===== src/rtl/pito_dmem_arbiter.sv =====
// rtl/pito_dmem_arbiter.sv - round-robin/bounded-burst arbiter sharing the pito dmem SRAM between core and ext ports
// Optional PITO_DMEM_ARB_EXT_PRIO_EN: external port wins every conflict (BURST ignored).
module pito_dmem_arbiter #(
  parameter int unsigned BURST = 4,
  parameter int unsigned AW    = 10
) (
  input  logic          clk_i,
  input  logic          rst_ni,
  input  logic          core_req_i,
  input  logic          core_we_i,
  input  logic [3:0]    core_be_i,
  input  logic [AW-1:0] core_addr_i,
  input  logic [31:0]   core_wdata_i,
  output logic          core_gnt_o,
  output logic          core_rvalid_o,
  output logic [31:0]   core_rdata_o,
  input  logic          ext_req_i,
  input  logic          ext_we_i,
  input  logic [3:0]    ext_be_i,
  input  logic [AW-1:0] ext_addr_i,
  input  logic [31:0]   ext_wdata_i,
  output logic          ext_gnt_o,
  output logic          ext_rvalid_o,
  output logic [31:0]   ext_rdata_o,
  output logic          mem_req_o,
  output logic          mem_we_o,
  output logic [3:0]    mem_be_o,
  output logic [AW-1:0] mem_addr_o,
  output logic [31:0]   mem_wdata_o,
  input  logic [31:0]   mem_rdata_i
);

  typedef enum logic {OWN_CORE = 1'b0, OWN_EXT = 1'b1} owner_e;

  owner_e     last_q, last_d, rd_owner_q, rd_owner_d, win_owner;
  logic [3:0] run_q, run_d;
  logic       rd_pend_q, rd_pend_d;
  logic       core_win, ext_win, any_win;

  always_comb begin
    core_win = 1'b0;
    ext_win  = 1'b0;
    if (core_req_i && ext_req_i) begin
`ifdef PITO_DMEM_ARB_EXT_PRIO_EN
      ext_win = 1'b1;
`else
      if (run_q < 4'(BURST)) begin
        core_win = (last_q == OWN_CORE);
        ext_win  = (last_q == OWN_EXT);
      end else begin
        core_win = (last_q == OWN_EXT);
        ext_win  = (last_q == OWN_CORE);
      end
`endif
    end else begin
      core_win = core_req_i;
      ext_win  = ext_req_i;
    end
  end

  assign any_win = core_win | ext_win;

  // Reset gates only the visible handshake; state flops are held by the async reset anyway.
  assign core_gnt_o = core_win & rst_ni;
  assign ext_gnt_o  = ext_win & rst_ni;
  assign mem_req_o  = any_win & rst_ni;

  assign mem_we_o    = ext_win ? ext_we_i    : core_we_i;
  assign mem_be_o    = ext_win ? ext_be_i    : core_be_i;
  assign mem_addr_o  = ext_win ? ext_addr_i  : core_addr_i;
  assign mem_wdata_o = ext_win ? ext_wdata_i : core_wdata_i;

  always_comb begin
    last_d     = last_q;
    run_d      = run_q;
    rd_owner_d = rd_owner_q;
    rd_pend_d  = 1'b0;
    win_owner  = ext_win ? OWN_EXT : OWN_CORE;
    if (any_win) begin
      if (win_owner != last_q) begin
        run_d = 4'd1;
      end else if (run_q != 4'hF) begin
        run_d = run_q + 4'd1;
      end
      last_d     = win_owner;
      rd_pend_d  = ~mem_we_o;
      rd_owner_d = win_owner;
    end
  end

  always_ff @(posedge clk_i or negedge rst_ni) begin
    if (!rst_ni) begin
      last_q     <= OWN_CORE;
      run_q      <= 4'd0;
      rd_pend_q  <= 1'b0;
      rd_owner_q <= OWN_CORE;
    end else begin
      last_q     <= last_d;
      run_q      <= run_d;
      rd_pend_q  <= rd_pend_d;
      rd_owner_q <= rd_owner_d;
    end
  end

  // SRAM data is steered to whoever issued last cycle's read; the other port sees zero.
  assign core_rvalid_o = rd_pend_q && (rd_owner_q == OWN_CORE);
  assign ext_rvalid_o  = rd_pend_q && (rd_owner_q == OWN_EXT);
  assign core_rdata_o  = core_rvalid_o ? mem_rdata_i : 32'd0;
  assign ext_rdata_o   = ext_rvalid_o  ? mem_rdata_i : 32'd0;

endmodule


===== config.mk =====
export PLATFORM = sky130hd
export DESIGN_NAME = pito_dmem_arbiter
export DESIGN_NICKNAME = d
export VERILOG_FILES = /design/src/rtl/pito_dmem_arbiter.sv
export SDC_FILE = /design/constraint.sdc
export NUM_CORES = 1
export LEC_CHECK = 0
export BUFFER_PORTS_ARGS = -buffer_cell sky130_fd_sc_hd__buf_2
export CAP_MARGIN = 10
export CORE_AREA = 5 5 92 94
export CTS_CLUSTER_SIZE = 16
export DETAILED_ROUTE_END_ITERATION = 7
export DIE_AREA = 0 0 97 99
export GPL_TIMING_DRIVEN = 0
export RECOVER_POWER = 100
export SETUP_SLACK_MARGIN = 0.3
export SLEW_MARGIN = 20
export SYNTH_ARGS = -nofsm -noshare
export SYNTH_HDL_FRONTEND = slang
export SYNTH_SLANG_ARGS = --single-unit

===== constraint.sdc =====
create_clock -name clk_i -period 1.49 [get_ports clk_i]
set_input_delay 0.0745 -clock clk_i [delete_from_list [all_inputs] [get_ports clk_i]]
set_output_delay 0.0745 -clock clk_i [all_outputs]
set_load 0.02 [all_outputs]

==> flow_summary.toml <==
[run_status]
outcome = "finished with violations"
violations = "negative setup slack"

[finish]
final_common_cell = "buf_2"
design_area_um2 = 4170
regArea_um2 = 153
layout_common_cells = "buf_2 (159), buf_6 (86), and3_4 (30)"
syn_to_final_growth_pct = 180
multi_input_area_um2 = 1560
final_nets = 592
fillers = 654
fin_cells = 562
antenna_cells = 0
utilization = 0.551
drive_above_1_share = 0.896

[routing]
drt_iter0_drc = 21
via_count = 2469
vias_per_cell = 4.39
wl_um = 9330
first_pass_iters = 4
wl_per_cell_um = 16.6
ant_nets = 0
drcViolationCount = 0

[clock_tree]
cts_buffer_depth = 2
clk_pin_slew_ps = 40
h-tree-depth = 1
clock_sinks = 6
cts_buffers = 3
cts_tree = "done"
cts-root-buf = "clkbuf_8"
clkLatencyLatePin_ps = 220

[logic_synthesis]
synthMuxAreaShare = 0.371
ys_warn_count = 0
synth_seq_cells = 6
synth_flop_cell = "dfrtp_1"
yosysSeqAreaShare = 0.101
async_flop_share = 1.00
synth-edff-count = 0
synth_nets = 314
synth_top_family_by_area = "multiplexers"
synthSimpleGateAreaFrac = 0.355
ys_types = 30
syn_area_um2 = 1490
avgSynthCellArea_um2 = 8.14
synth_compound_area_frac = 0.0773
synthAdderAreaFrac = 0.00840
syn-instance-count = 183
synth-xor-area-share = 0.0109

[sta]
skew_ps = 1.58
report.final.slew_viol_count = 0
setup_slack_ps = -476
clock.fmax_mhz = 509
slew_headroom = 0.693
hold_violations = 0
setup_viol = 112
tightest_slew_ps = 461
period_minus_slack_ps = 1970
rsz0062_at_grt = "yes"
period_share = 1.32
hold_ws_ps = 219

[floorplanning]
core_um2 = 7570
die_w_um = 97
dieArea_um2 = 9600
fp.dieH_um = 99
initial_core_util = 0.197
io_pins = 246
row_count = 32

[placed_design]
dpl_cell_area_um2 = 2960
port_buffers = 244
dp.cells = 529
finalWeightedCongestion = 0.837
dp_hpwl_um = 6780

[setup_path]
crit_family = "buffers and inverters"
crit_chain = "buf_6, nor2_4, xnor2_2, o21ai_4, buf_8, buf_12, buf_8, mux2_4, buf_6"
end_kind = "primary output"
cp-start-kind = "register"
reg2reg_slack_ps = -180
cp_max_fo = 6
worstPathRequired_ps = 1420
max_stage_delay_ps = 370
crit_type = "register to primary output"
worst-path-buf-inv = 5
slowest_stage = "dfrtp_1"
cp.arrival_ps = 1890

[power_and_ir_drop]
ir_worst_vdd_uv = 920
p_per_area_nw_per_um2 = 1200
total_power_mw = 5.01
p_leak_nw = 2.21

[global_routing]
grt_use_total = 0.170
grt_pass1_vias = 2633
grt-ovfl-total = 0
grt_max_degree = 11
antenna_found_initial = 0
grt_pass1_wl_um = 13800

[hold_path]
hp-class = "primary input to register"

[flow_run]
drv_cap = 0
[registers in the layout (all words and copies together) (netlist names)]
register    cells
run_q           4
rd_owner_q      1
rd_pend_q       1
[routing by layer]
layer / routed length, µm / global-route usage / share of wire / vias up
met4: 69 / 0.0205 / 0.0074 / 0
li1: - / - / - / 1207
met1: 3600 / 0.194 / 0.39 / 1161
met2: 5100 / 0.326 / 0.55 / 91
met5: 0 / 0 / 0 / -
met3: 562 / 0.0439 / 0.060 / 10
[what timing repair did]
action,4_1_cts,5_1_grt
buffers inserted,19,2
hold endpoints to repair,6,0
hold buffers,1,0
pin swaps,8,3
gates cloned,6,1
gates resized for setup,235,52
endpoints found under the setup margin,121,121
[path summary, 6_finish.rpt]
path / from / to / depth (start not counted)
max in group asynchronous: rst_ni / rd_owner_q$_DFFE_PN0P_ / 2
worst max-delay path: run_q[3]$_DFFE_PN0P_ / mem_wdata_o[22] / 9
worst max register to register: rd_owner_q$_DFFE_PN0P_ / run_q[3]$_DFFE_PN0P_ / 7
worst min-delay path: core_we_i / rd_pend_q$_DFF_PN0_ / 3
min in group asynchronous: rst_ni / rd_pend_q$_DFF_PN0_ / 2
worst min register to register: run_q[1]$_DFFE_PN0P_ / run_q[1]$_DFFE_PN0P_ / 2
[cell families (layout without fill, tap and decap cells)]
group                    Yosys count  after routing
XOR/XNOR                           1              1
flip-flops                         6              6
AND/OR/NAND/NOR                   88             88
multiplexers                      49             49
adder cells (fa/ha/maj)            1              1
AO/OA/AOI/OAI                     17             17
buffers and inverters             21            298
[cell type report]
cell class                      count  area share
Sequential cell                     6      0.0366
Buffer                             18      0.0543
Tap cell                          102      0.0306
Timing Repair Buffer              273       0.491
Clock buffer                        4      0.0108
Inverter                            3     0.00270
Multi-Input combinational cell    156       0.374
[Yosys cell counts (all sizes together) (2+ instances only)]
library cell	instances	area (µm²)
o21ai	7	46.3
a21oi	4	20.0
buf	8	66.3
inv	3	11.3
nand2b	2	12.5
mux2	49	552
nand2	5	18.8
and2	33	206
nor2b	2	12.5
nor2	8	37.5
and3	33	206
clkbuf	10	37.5
nand3	2	10.0
dfrtp	6	150
[per-stage QoR]
stage               setup TNS (ps)  worst slack [ps]
floorplan                    -2240             -99.0
global placement            -13540              -345
detailed placement          -16760              -356
CTS                         -30890              -527
global route                -35010              -559
finish                      -26070              -476
[report_power, final]
part           total, mW  internal [mW]  switching, mW  leakage, nW
registers          0.290          0.228         0.0624       0.0724
clock network      0.256          0.184         0.0720       0.0228
logic               4.46           2.46           2.00         2.12
[worst reg2reg max path: stages (launching register included)]
cell	delay, ps
dfrtp_2	380
clkbuf_1	140
buf_4	180
nand4b_1	140
a21oi_2	80
or2_4	260
buf_6	120
a211o_1	250
Note: power is estimated with default switching activity, not from simulation.
